File: config.mk
export PLATFORM = sky130hd
export DESIGN_NAME = aibio_cdr_pi_ctrl
export DESIGN_NICKNAME = d
export VERILOG_FILES = /design/src/rtl/aibio_cdr_pkg.sv /design/src/rtl/aibio_cdr_vote_acc.sv /design/src/rtl/aibio_cdr_pi_ctrl.sv
export SDC_FILE = /design/constraint.sdc
export NUM_CORES = 1
export LEC_CHECK = 0
export CORE_ASPECT_RATIO = 0.9
export CORE_MARGIN = 1
export CORE_UTILIZATION = 50
export DETAILED_ROUTE_END_ITERATION = 8
export PLACE_DENSITY_LB_ADDON = 0.15
export SETUP_SLACK_MARGIN = 0.2
export SYNTH_ARGS = -nofsm -noshare
export SYNTH_HDL_FRONTEND = slang
export SYNTH_SLANG_ARGS = --single-unit
export TNS_END_PERCENT = 10
File: constraint.sdc
create_clock -name clk_int -period 2.5 [get_ports clk_int]
set_input_delay 0.5 -clock clk_int [delete_from_list [all_inputs] [get_ports clk_int]]
set_output_delay 0.5 -clock clk_int [all_outputs]
set_load 0.02 [all_outputs]
File: src/rtl/aibio_cdr_pkg.sv
// Shared types for the CDR phase-interpolator controller.
//   cdr_st_e  : controller FSM states
//   cdr_dec_e : per-window vote decision
package aibio_cdr_pkg;

  localparam int unsigned CDR_ST_W  = 3;
  localparam int unsigned CDR_DEC_W = 2;

  typedef enum logic [CDR_ST_W-1:0] {
    IDLE   = 3'd0,
    LOAD   = 3'd1,
    SETTLE = 3'd2,
    ACCUM  = 3'd3,
    DECIDE = 3'd4
  } cdr_st_e;

  typedef enum logic [CDR_DEC_W-1:0] {
    HOLD = 2'd0,
    INC  = 2'd1,
    DEC  = 2'd2
  } cdr_dec_e;

endpackage

File: src/rtl/aibio_cdr_vote_acc.sv
// Phase-detect vote accumulator: 2-flop synchronizer, ACC_N-sample ones counter and
// threshold compare.
//   clk_int, rstb : clock, async active-low reset
//   phdet         : raw bang-bang sample
//   acc_en        : count this cycle (controller in ACCUM)
//   clr           : abandon the current window
//   acc_last_c    : this cycle takes the last sample of the window
//   done          : decision valid (one cycle, follows the last sample)
//   dec           : decision of the completed window
module aibio_cdr_vote_acc
  import aibio_cdr_pkg::*;
#(
  parameter int unsigned ACC_N   = 16,
  parameter int unsigned VOTE_HI = 11,
  parameter int unsigned VOTE_LO = 5
) (
  input  logic     clk_int,
  input  logic     rstb,
  input  logic     phdet,
  input  logic     acc_en,
  input  logic     clr,
  output logic     acc_last_c,
  output logic     done,
  output cdr_dec_e dec
);

  localparam int unsigned ONES_W = $clog2(ACC_N + 1);
  localparam int unsigned SMP_W  = $clog2(ACC_N);

  logic [1:0]        sync_q;
  logic              sync_phdet;
  logic [SMP_W-1:0]  smp_cnt_q;
  logic [ONES_W-1:0] ones_q;
  logic [ONES_W-1:0] ones_sum_c;
  cdr_dec_e          dec_c;

  assign sync_phdet = sync_q[1];
  assign acc_last_c = acc_en && (smp_cnt_q == SMP_W'(ACC_N - 1));
  assign ones_sum_c = ones_q + ONES_W'(sync_phdet);

  // Threshold on the full window count, including the sample taken this cycle.
  always_comb begin
    dec_c = HOLD;
    if (ones_sum_c >= ONES_W'(VOTE_HI)) begin
      dec_c = DEC;
    end else if (ones_sum_c <= ONES_W'(VOTE_LO)) begin
      dec_c = INC;
    end
  end

  always_ff @(posedge clk_int or negedge rstb) begin
    if (!rstb) begin
      sync_q    <= 2'b00;
      smp_cnt_q <= '0;
      ones_q    <= '0;
      done      <= 1'b0;
      dec       <= HOLD;
    end else begin
      sync_q <= {sync_q[0], phdet};
      done   <= 1'b0;
      if (clr) begin
        smp_cnt_q <= '0;
        ones_q    <= '0;
      end else if (acc_en) begin
        if (acc_last_c) begin
          smp_cnt_q <= '0;
          ones_q    <= '0;
          done      <= 1'b1;
          dec       <= dec_c;
        end else begin
          smp_cnt_q <= smp_cnt_q + SMP_W'(1);
          ones_q    <= ones_sum_c;
        end
      end
    end
  end

endmodule

File: src/rtl/aibio_cdr_pi_ctrl.sv
// Closed-loop CDR phase controller: votes phase-detect windows, steps the PI code
// circularly, waits for the DLL to settle after each step, and tracks lock.
//   clk_int, rstb : clock, async active-low reset
//   i_en          : loop enable (level); rising edge reloads i_code_init
//   i_freeze      : hold the code; votes and lock tracking continue
//   i_code_init   : code loaded on enable
//   i_phdet       : bang-bang phase-detect sample
//   o_pi_code     : interpolator code
//   o_pi_upd      : one-cycle strobe when o_pi_code changes
//   o_cdr_lock    : loop locked
//   o_busy        : controller not idle
module aibio_cdr_pi_ctrl
  import aibio_cdr_pkg::*;
#(
  parameter int unsigned PI_W       = 7,
  parameter int unsigned ACC_N      = 16,
  parameter int unsigned VOTE_HI    = 11,
  parameter int unsigned VOTE_LO    = 5,
  parameter int unsigned SETTLE_CYC = 8,
  parameter int unsigned LOCK_N     = 4,
  parameter int unsigned LOSS_N     = 3
) (
  input  logic            clk_int,
  input  logic            rstb,
  input  logic            i_en,
  input  logic            i_freeze,
  input  logic [PI_W-1:0] i_code_init,
  input  logic            i_phdet,
  output logic [PI_W-1:0] o_pi_code,
  output logic            o_pi_upd,
  output logic            o_cdr_lock,
  output logic            o_busy
);

  localparam int unsigned SET_W  = (SETTLE_CYC > 1) ? $clog2(SETTLE_CYC) : 1;
  localparam int unsigned HOLD_W = $clog2(LOCK_N + 1);
  localparam int unsigned STEP_W = $clog2(LOSS_N + 1);

  if (!(VOTE_LO < VOTE_HI && VOTE_HI <= ACC_N && ACC_N >= 2 && SETTLE_CYC >= 1 &&
        LOCK_N >= 1 && LOSS_N >= 1)) begin : g_param_chk
    $error("aibio_cdr_pi_ctrl: illegal parameter set");
  end

  cdr_st_e           state_q, state_d;
  logic [SET_W-1:0]  settle_q, settle_d;
  logic [HOLD_W-1:0] hold_q, hold_d;
  logic [STEP_W-1:0] step_q, step_d;
  logic [PI_W-1:0]   code_q, code_d;
  logic              upd_q, upd_d;
  logic              lock_q, lock_d;
  logic              busy_q;

  logic     acc_last_c;
  logic     vote_done;
  cdr_dec_e vote_dec;

  aibio_cdr_vote_acc #(
    .ACC_N   (ACC_N),
    .VOTE_HI (VOTE_HI),
    .VOTE_LO (VOTE_LO)
  ) u_vote (
    .clk_int    (clk_int),
    .rstb       (rstb),
    .phdet      (i_phdet),
    .acc_en     (state_q == ACCUM),
    .clr        (!i_en),
    .acc_last_c (acc_last_c),
    .done       (vote_done),
    .dec        (vote_dec)
  );

  // Next-state, code and lock bookkeeping.
  always_comb begin
    state_d  = state_q;
    settle_d = settle_q;
    hold_d   = hold_q;
    step_d   = step_q;
    code_d   = code_q;
    upd_d    = 1'b0;
    lock_d   = lock_q;

    unique case (state_q)
      IDLE: begin
        if (i_en) state_d = LOAD;
      end
      LOAD: begin
        code_d   = i_code_init;
        upd_d    = 1'b1;
        settle_d = '0;
        state_d  = SETTLE;
      end
      SETTLE: begin
        if (settle_q == SET_W'(SETTLE_CYC - 1)) begin
          settle_d = '0;
          state_d  = ACCUM;
        end else begin
          settle_d = settle_q + SET_W'(1);
        end
      end
      ACCUM: begin
        if (acc_last_c) state_d = DECIDE;
      end
      DECIDE: begin
        state_d = ACCUM;
        if (vote_done) begin
          if (vote_dec == HOLD) begin
            step_d = '0;
            if (hold_q != HOLD_W'(LOCK_N)) hold_d = hold_q + HOLD_W'(1);
            if (hold_q == HOLD_W'(LOCK_N - 1)) lock_d = 1'b1;
          end else begin
            hold_d = '0;
            // A frozen step still counts against lock.
            if (lock_q) begin
              if (step_q == STEP_W'(LOSS_N - 1)) begin
                lock_d = 1'b0;
                step_d = '0;
              end else begin
                step_d = step_q + STEP_W'(1);
              end
            end
            if (!i_freeze) begin
              code_d  = (vote_dec == INC) ? code_q + PI_W'(1) : code_q - PI_W'(1);
              upd_d   = 1'b1;
              state_d = SETTLE;
            end
          end
        end
      end
      default: state_d = IDLE;
    endcase

    // Disable wins from any state; the code is retained.
    if (!i_en) begin
      state_d  = IDLE;
      settle_d = '0;
      hold_d   = '0;
      step_d   = '0;
      lock_d   = 1'b0;
      upd_d    = 1'b0;
      code_d   = code_q;
    end
  end

  always_ff @(posedge clk_int or negedge rstb) begin
    if (!rstb) begin
      state_q  <= IDLE;
      settle_q <= '0;
      hold_q   <= '0;
      step_q   <= '0;
      code_q   <= '0;
      upd_q    <= 1'b0;
      lock_q   <= 1'b0;
      busy_q   <= 1'b0;
    end else begin
      state_q  <= state_d;
      settle_q <= settle_d;
      hold_q   <= hold_d;
      step_q   <= step_d;
      code_q   <= code_d;
      upd_q    <= upd_d;
      lock_q   <= lock_d;
      busy_q   <= (state_d != IDLE);
    end
  end

  assign o_pi_code  = code_q;
  assign o_pi_upd   = upd_q;
  assign o_cdr_lock = lock_q;
  assign o_busy     = busy_q;

endmodule
==> results.md, run 1 <==
- Status: completed
- Register share of total power: 42.0%
- Deepest clock path buffer count: 2
- Core Box Area: 0.00384 sq mm
- Vias in the first global route: 1686
- Syn Std Cell Area: about 0.0021 sq mm
- Latest clock arrival within the worst-skew pair: 0.29 ns
- Cts repair resizes: 0
- Critical Path RT: 2.66 ns
- Maxcap violations: 0
- Sinks on Clock Net: 35
- Fin nets: 264
- Top FF cell, synth: dfrtp_1
- Via Count: 1687
- Leading post-synthesis cells by cell area: dfrtp_1 (42%), ha_1 (7.9%), o21ai_0 (5.1%), nand2_1 (4.5%), a22o_1 (2.5%)
- Comb power frac: 27.4%
- Placed Cells: 277
- I/O Buffers: 21
- Via/cell ratio: 5.94
- # diodes: 0
- Count leader, synth: dfrtp_1
- Post-synth EDFFs: 0
- Family with the most delay on the worst path: simple AND/OR/NAND/NOR gates
- Fin. max-slew vios: 0
- GRT overflow: 0
- Int Pwr: 1.13 mW
- Slew @ Worst Pin: between 0.4 and 0.5 ns
- Gpl congestion: between 0.8 and 0.9
- Seq/Total Area, Yosys: a little over two fifths
- Wire per inst: 15.1 um
- Cts hold-fix bufs: 0
- Non-filler cells, final: 284
- Critical Path AT: about 2.3 ns
- Max rail drop VDD: 0.488 mV
- Final worst path period share: roughly 85%
- Overall Power: ~1.6 mW
- Reg clk slew, reported paths: roughly 0.070 ns
- Slowest CP cell: fa_1
- Initial Utilization: 54.0%
- Largest net degree at the start of global routing: 36
- Horiz. Die Dim: ~70 um
- First-iteration detailed-routing DRC count: 96
- Minimum clock period: 2.14 ns
- Slew HR: a little over two thirds
- Fin. Hold Viols: 0
- LEAKAGE: 1.06 nW
- Die ar.: 0.00440 sq mm
- RSZ-0062 raised after global routing: no
- Area growth syn-to-layout: 16.4%
- Startpoint Class: flip-flop
- Share of layout cells above drive strength 1: approximately 6.3%
- Fin Hold WS: 0.351 ns
- Pre-antenna DRT Iters: 4
- Critical-path maximum fanout: 11
- Detail Route Antenna Nets: 0
- Cells after Synth: between 200 and 250
- Number of post-CTS setup repair buffers: 0
- Clock power share: 30.6%
- NetSw: 0.513 mW
- Syn avg cell area: 9.54 sq um
- Seq cells post-synth: 35
- Synth top area share: 42.3%
- # DRC: 0
- CTS Root Cell: clkbuf_8
- GRT Resource Usage Total: 21.6%
- Detailed placer's ending HPWL: a little over 3000 um
- Fmax: 0.468 GHz
- CTS buffer count: 5
- Die span in y: approximately 63 um
- Pwr per Cell Area: ~680 mW/mm^2
- Min-Delay Path Class: flip-flop to flip-flop
- Total routed wirelength: 4280 um
- WP buf/inv: 0
- CTS tree: built
- Worst path cell trace: nand2b_2, fa_1, a211oi_1, nor2_1, mux2i_1, a21oi_1, nand4b_1
- Synth Net Count: 243
- Syn. warnings: 0
- Library cells used by synthesis: 47
- Sw frac: between 30% and 40%
- Crit Path Class: flip-flop to flip-flop
- FP Rows: 21
- First-pass GRT wire length: 7570 um
- Layout Skew: around 0.0063 ns
- CP Capture Type: flip-flop
- H-Tree Level Count: 2
- Sum of negative setup slack: 0 ns
- Setup violators final: 0
- Crit-path max cell delay: ~0.46 ns
- FFs w/ async S/R, synth: 100%
- Boundary Pins: 22
- Synth area leader: dfrtp_1
- Initial antenna violation count: 0
- Commonest cells in the netlist: dfrtp_1 (35), nand2_1 (25), o21ai_0 (21)
-- final timing paths --
check                           slack [ns]        startpoint               end  cells past startpoint
worst max-delay path                  0.36     u_vote.dec[1]      o_pi_code[6]                      7
worst min-delay path                  0.35  u_vote.sync_q[0]  u_vote.sync_q[1]                      0
worst max register to register        0.36     u_vote.dec[1]      o_pi_code[6]                      7
worst min register to register        0.35  u_vote.sync_q[0]  u_vote.sync_q[1]                      0
max in group asynchronous             1.55              rstb        state_q[1]                      2
min in group asynchronous             0.63              rstb      o_pi_code[0]                      2
-- state kept, by name, indices dropped and copies added (netlist names) --
register	cells
hold_q	3
o_busy	1
o_cdr_lock	1
o_pi_code	7
o_pi_upd	1
settle_q	3
state_q	3
step_q	2
u_vote.dec	2
u_vote.done	1
u_vote.ones_q	5
u_vote.smp_cnt_q	4
u_vote.sync_q	2
-- layer usage --
metal	vias to the layer above	global-route usage (%)	wire length, um
met4	0	7.75	73
met2	24	36.1	2010
met1	822	27.7	2050
met3	9	4.80	142
li1	832	-	-
met5	-	0	0
-- final cells by class --
type                       instances  area, sq um
clock inverter                     2         37.5
fill                             318         1430
tap                               46         57.6
multi-input combinational        165         1110
timing repair buffer              24          233
inverter                           7         26.3
clock buffer                       5         68.8
sequential                        35          876
-- per-stage QoR --
| step | setup WS, ns | instance area (sq um) | utilization [%] |
|---|---|---|---|
| after floorplan | 0.510 | 2070 | - |
| after global placement | 0.389 | 2300 | 60.0 |
| after detailed placement | 0.294 | 2300 | 60.0 |
| after CTS | 0.274 | 2410 | 62.8 |
| after global routing | 0.263 | 2410 | 62.9 |
| final | 0.363 | 2410 | 62.9 |
-- placed cells by master (no fill, tap or decap), drive strengths merged, types with 2 or more instances in the layout --
| cell type | count |
|---|---|
| ha | 13 |
| o21ai | 22 |
| a21oi | 9 |
| mux2i | 5 |
| o21bai | 2 |
| nand3 | 8 |
| nand2 | 25 |
| dfrtp | 35 |
| nor3 | 6 |
| a21boi | 2 |
| a21o | 2 |
| xnor2 | 4 |
| nor2b | 6 |
| o22a | 2 |
| nor2 | 10 |
| and3 | 3 |
| nand4bb | 2 |
| clkbuf | 5 |
| buf | 3 |
| a211oi | 5 |
| nand4 | 2 |
| a31oi | 5 |
| a22o | 6 |
| clkdlybuf4s50 | 21 |
| inv | 7 |
| and2 | 5 |
| a22oi | 4 |
-- power by group through the flow --
stage               Combinational, mW  Clock, mW  Sequential (mW)
global placement                0.426          0            0.694
CTS                             0.450      0.512            0.689
global route                    0.498      0.536            0.698
detailed placement              0.447          0            0.699
finish                          0.449      0.502            0.689
floorplan                       0.264          0            0.718
-- logic make-up after synthesis --
kind of cell	count (synthesis)	synth area share, %
muxes	6	2.96
xor gates and xnor gates	4	1.69
adders and majority gates	15	9.31
AOI/OAI and AO/OA	65	20.3
buffers and inverters	17	4.11
DFF	35	42.3
and+or+nand+nor	75	19.3
Note: power is estimated with default switching activity, not from simulation.
==> inputs of run 2 (changes only) <==
--- a/config.mk
+++ b/config.mk
@@ -9,6 +9,7 @@
 export CORE_MARGIN = 1
 export CORE_UTILIZATION = 50
 export DETAILED_ROUTE_END_ITERATION = 8
+export HOLD_SLACK_MARGIN = 0.06
 export PLACE_DENSITY_LB_ADDON = 0.15
 export SETUP_SLACK_MARGIN = 0.2
 export SYNTH_ARGS = -nofsm -noshare
==> constraint.sdc (replaced) <==
create_clock -name clk_int -period 1.9 [get_ports clk_int]
set_input_delay 0.38 -clock clk_int [delete_from_list [all_inputs] [get_ports clk_int]]
set_output_delay 0.38 -clock clk_int [all_outputs]
set_load 0.02 [all_outputs]
==> run 2 against run 1 <==
The run now ends with negative setup slack left. Cell count increased by 5.3%. Maximum frequency increased by 12%. Total power increased by 37%. Critical endpoint unchanged. Critical path type unchanged. Largest power group unchanged. Sequential cell count unchanged. First-iteration DRC count increased by 23%. Via count increased by 2.3%.
==> results.md, run 2 (synthesis gave the netlist of run 1 again) <==
- Pwr per Cell Area: 864 mW/mm^2
- Horiz. Die Dim: 69.8 um
- Area growth syn-to-layout: 25.8%
- Placed Cells: 291
- Cts hold-fix bufs: 0
- Max rail drop VDD: between 0.7 and 0.8 mV
- Crit-path max cell delay: 0.43 ns
- Clock power share: between 30% and 40%
- GR Layer Usage met2: 34.3%
- Largest net degree at the start of global routing: 36
- Deepest clock path buffer count: 2
- # diodes: 0
- Fin nets: 278
- First-iteration detailed-routing DRC count: 118
- Via Count: 1725
- Pre-antenna DRT Iters: 4
- CTS Root Cell: clkbuf_8
- Maxcap violations: 0
- Critical Path AT: 2.08 ns
- Vias in the first global route: 1714
- Die ar.: 0.00440 sq mm
- Sum of negative setup slack: -0.00960 ns
- GRT overflow: 0
- Final worst path period share: 101%
- Latest clock arrival within the worst-skew pair: between 0.2 and 0.3 ns
- Critical-path maximum fanout: 11
- Gpl congestion: 0.857
- Comb power frac: 29.3%
- Initial antenna violation count: 0
- Share of layout cells above drive strength 1: 16.2%
- NetSw: 0.683 mW
- CTS buffer count: 5
- Critical Path RT: about 2.1 ns
- CP Capture Type: flip-flop
- Via/cell ratio: 5.77
- Overall Power: 2.25 mW
- GRT busiest layer: met2
- Sinks on Clock Net: 35
- H-Tree Level Count: 2
- Dpl ws: -0.0608 ns
- GRT Resource Usage Total: 21.0%
- Max FFs per register: 7
- Int Pwr: 1.57 mW
- Sw frac: 30.3%
- Startpoint Class: flip-flop
- Minimum clock period: approximately 1.9 ns
- Slew @ Worst Pin: 0.454 ns
- Crit Path Class: flip-flop to flip-flop
- Total routed wirelength: 4240 um
- CTS tree: built
- Core Box Area: 0.00384 sq mm
- Min-Delay Path Class: flip-flop to flip-flop
- Final Instance Area: 0.00261 sq mm
- Setup violators final: 1
- Fin. Hold Viols: 0
- Failing checks: negative setup slack
- Slowest CP cell: fa_2
- First-pass GRT wire length: 7490 um
- Reg clk slew, reported paths: 0.07 ns
- Slew HR: 69.7%
- LEAKAGE: 1.19 nW
- Fin. max-slew vios: 0
- Most frequent cells in the layout: dfrtp_1 (35), nand2_1 (25), o21ai_0 (19), buf_4 (17), clkdlybuf4s50_1 (14)
- I/O Buffers: 21
- Worst path cell trace: nand2b_4, fa_2, a211oi_2, nor2_1, mux2i_1, a21oi_1, nand4b_1
- Status: complete, but fails checks
- Commonest non-fill, non-tap cell in the layout: dfrtp_1
- Boundary Pins: 22
- Final core occ: approximately two thirds
- Fin Hold WS: about 0.35 ns
- # DRC: 0
- Wire per inst: 14.2 um
- Met1 Track Usage GR: 27.5%
- Non-filler cells, final: 299
- Worst R2R Path Depth: 7
- Dpl cell area: 0.00243 sq mm
- Initial Utilization: 54.0%
- Met3 usage: ~5.3%
- Register share of total power: 39.7%
- WHS Path Cells: 0
- Final worst slack: -0.00960 ns
- RSZ-0062 raised after global routing: yes
- Detail Route Antenna Nets: 0
- FP Rows: 21
- Layout Skew: 0.00708 ns
- Die span in y: between 60 and 70 um
- Detailed placer's ending HPWL: 3010 um
- Fmax: 0.524 GHz
[run 2: final timing paths]
path                             startpoint                to  slack, ns
max                           u_vote.dec[1]      o_pi_code[6]      -0.01
min                        u_vote.sync_q[0]  u_vote.sync_q[1]       0.35
max reg2reg                   u_vote.dec[1]      o_pi_code[6]      -0.01
min reg2reg                u_vote.sync_q[0]  u_vote.sync_q[1]       0.35
max in group asynchronous              rstb       u_vote.done       1.07
min in group asynchronous              rstb      o_pi_code[4]       0.49
[run 2: repair_timing]
| action | 4_1_cts | 5_1_grt |
|---|---|---|
| endpoints found under the setup margin | 9 | 11 |
| pin swaps | 1 | 6 |
| setup buffers | 0 | 0 |
| gates resized for setup | 5 | 12 |
[run 2: worst max-delay path, delay by kind of cell, from the launching register on]
kind,cells,cell delay (ns)
flops,1,0.39
mux,1,0.20
fa+ha+maj,1,0.43
simple gates,3,0.49
compound gates,2,0.27
[run 2: layout make-up]
type | instances | area [sq um]
clock buffers | 6 | 82.6
clock inverters | 2 | 35.0
fillers | 297 | 1230
inverters | 7 | 26.3
multi-input cells | 165 | 1180
flip-flops and latches | 35 | 876
well taps | 46 | 57.6
repair buffers | 38 | 344
[run 2: per-layer routing]
layer  up-vias  routed length (um)
met5         -                   0
met4         0                  39
met3         5                 180
met2        32                1900
met1       829                2120
li1        859                   -
[run 2: power by group through the flow]
stage | registers, mW | logic (mW) | clock network [mW]
after floorplan | 0.947 | 0.367 | 0
after global placement | 0.902 | 0.628 | 0
after detailed placement | 0.905 | 0.641 | 0
after CTS | 0.890 | 0.636 | 0.714
after global routing | 0.903 | 0.736 | 0.739
final | 0.893 | 0.660 | 0.697
==> inputs of run 3 (changes only) <==
--- a/config.mk
+++ b/config.mk
@@ -7,7 +7,7 @@
 export LEC_CHECK = 0
 export CORE_ASPECT_RATIO = 0.9
 export CORE_MARGIN = 1
-export CORE_UTILIZATION = 50
+export CORE_UTILIZATION = 51
 export DETAILED_ROUTE_END_ITERATION = 8
 export HOLD_SLACK_MARGIN = 0.06
 export PLACE_DENSITY_LB_ADDON = 0.15
==> run 3 against run 2 <==
The run still ends with negative setup slack left. Wire length grew 13%. Non-clock buffer count is 8 higher. Final area increased by 5.9%. Cell count up 2.7%. Maximum frequency up 0.43%. Utilization is 4.5 points higher. Critical path depth stayed put. Combinational power rose by 19%. Count of clock-buffer cells in the layout stayed put. Critical path type unchanged. Largest cell class unchanged.
==> results.md, run 3 (synthesis gave the netlist of run 1 again) <==
- Min-Delay Path Class: flip-flop to flip-flop
- Slew @ Worst Pin: 0.465 ns
- Detailed placer's ending HPWL: 3150 um
- Vias in the first global route: 1827
- H-Tree Level Count: 2
- GRT overflow: 0
- FP Rows: 21
- Reg clk slew, reported paths: 0.07 ns
- LEAKAGE: 1.23 nW
- Dpl ws: -0.0396 ns
- Pre-antenna DRT Iters: 4
- # DRC: 0
- Area growth syn-to-layout: 33.2%
- Die ar.: 0.00432 sq mm
- Slowest CP cell: fa_2
- Most frequent cells in the layout: dfrtp_1 (33), nand2_1 (25), buf_4 (20), clkdlybuf4s50_1 (17), o21ai_0 (14)
- Detail Route Antenna Nets: 0
- R2R Setup Slk: -0.001 ns
- Gpl congestion: 0.813
- Commonest non-fill, non-tap cell in the layout: dfrtp_1
- Maxcap violations: 0
- # diodes: 0
- Worst path cell trace: nand2b_4, fa_2, a211oi_2, nor2_2, mux2i_2, a21oi_1, nand4b_1
- Failing checks: negative setup slack
- Cts hold-fix bufs: 0
- CP Capture Type: flip-flop
- First-iteration detailed-routing DRC count: roughly 140
- First-pass GRT wire length: 7940 um
- Placed Cells: 289
- Core Box Area: between 0.003 and 0.004 sq mm
- Non-filler cells, final: 307
- Sum of negative setup slack: -0.00147 ns
- Deepest clock path buffer count: 2
- Startpoint Class: flip-flop
- CTS tree: built
- Wire per inst: 15.6 um
- Via Count: 1830
- Max FFs per register: 7
- WP buf/inv: 0
- Crit-path max cell delay: approximately 0.42 ns
- Slew HR: 69.0%
- Initial antenna violation count: 0
- Via/cell ratio: 5.96
- Critical Path RT: roughly 2.1 ns
- Layout Skew: 0.00398 ns
- Boundary Pins: 22
- Final worst path period share: 100%
- Fin nets: 286
- Final worst slack: -0.00147 ns
- Minimum clock period: 1.90 ns
- CTS buffer count: 5
- Die span in y: ~62 um
- Largest net degree at the start of global routing: 36
- Crit Path Class: flip-flop to flip-flop
- Fmax: 0.526 GHz
- Total routed wirelength: 4780 um
- Fin. max-slew vios: 0
- Pwr per Cell Area: roughly 900 mW/mm^2
- Max rail drop VDD: 0.534 mV
- Latest clock arrival within the worst-skew pair: ~0.28 ns
- CTS Root Cell: clkbuf_8
- Initial Utilization: 54.4%
- Share of layout cells above drive strength 1: 22.6%
- Critical Path AT: between 2 and 2.5 ns
- GRT Resource Usage Total: between 20% and 30%
- Horiz. Die Dim: just under 70 um
- Status: complete, but fails checks
- Sinks on Clock Net: 35
- RSZ-0062 raised after global routing: yes
- I/O Buffers: 21
- Critical-path maximum fanout: 6
- Family with the most delay on the worst path: simple AND/OR/NAND/NOR gates
- Fin. Hold Viols: 0
- Setup violators final: 1
==> run 3: final timing paths <==
check	to	cells after the start	from
worst max-delay path	o_pi_code[6]	7	u_vote.dec[1]
worst min-delay path	u_vote.sync_q[1]	0	u_vote.sync_q[0]
worst max register to register	o_pi_code[6]	7	u_vote.dec[1]
worst min register to register	u_vote.sync_q[1]	0	u_vote.sync_q[0]
max in group asynchronous	state_q[1]	2	rstb
min in group asynchronous	o_pi_code[4]	2	rstb
==> run 3: area by class of cell <==
| class | count | area [sq um] |
|---|---|---|
| multi-input combinational | 165 | 1240 |
| fill | 257 | 1050 |
| sequential | 35 | 878 |
| timing repair buffer | 46 | 420 |
| clock buffer | 6 | 72.6 |
| clock inverter | 2 | 60.1 |
| tap | 46 | 57.6 |
| inverter | 7 | 26.3 |
==> run 3: stage by stage <==
step                      cell area, sq um  utilization (%)  total power, mW  hold slack [ns]
final                                 2760             72.4             2.47            0.365
after global routing                  2760             72.4             2.59            0.373
after CTS                             2620             68.8             2.38            0.368
after detailed placement              2420             63.5             1.55            0.347
after global placement                2420             63.5             1.52            0.343
after floorplan                       2100                -             1.31           0.0844
==> run 3: worst register-to-register path, delay by kind of cell, from the launching register on <==
kind / cells / cell delay, ns
AO/OA/AOI/OAI: 2 / 0.35
adder cells (fa/ha/maj): 1 / 0.42
flip-flops: 1 / 0.39
multiplexers: 1 / 0.20
AND/OR/NAND/NOR: 3 / 0.43
==> run 3: timing repair <==
item	CTS	global route
setup endpoints to repair	9	17
gates resized for setup	7	30
setup buffers	6	4
pin swaps	5	16
==> run 3: where the power goes <==
group	total [mW]	internal [mW]	switching, mW
Clock	0.788	0.525	0.264
Combinational	0.785	0.398	0.387
Sequential	0.900	0.819	0.0809
Total	2.47	1.74	0.731
==> run 3: metal layers <==
metal / global-route usage [%] / routed length, um / vias up
li1: - / - / 879
met1: 28.4 / 2250 / 904
met2: 39.1 / 2330 / 39
met3: 4.35 / 144 / 8
met4: 7.14 / 54 / 0
met5: 0 / 0 / -
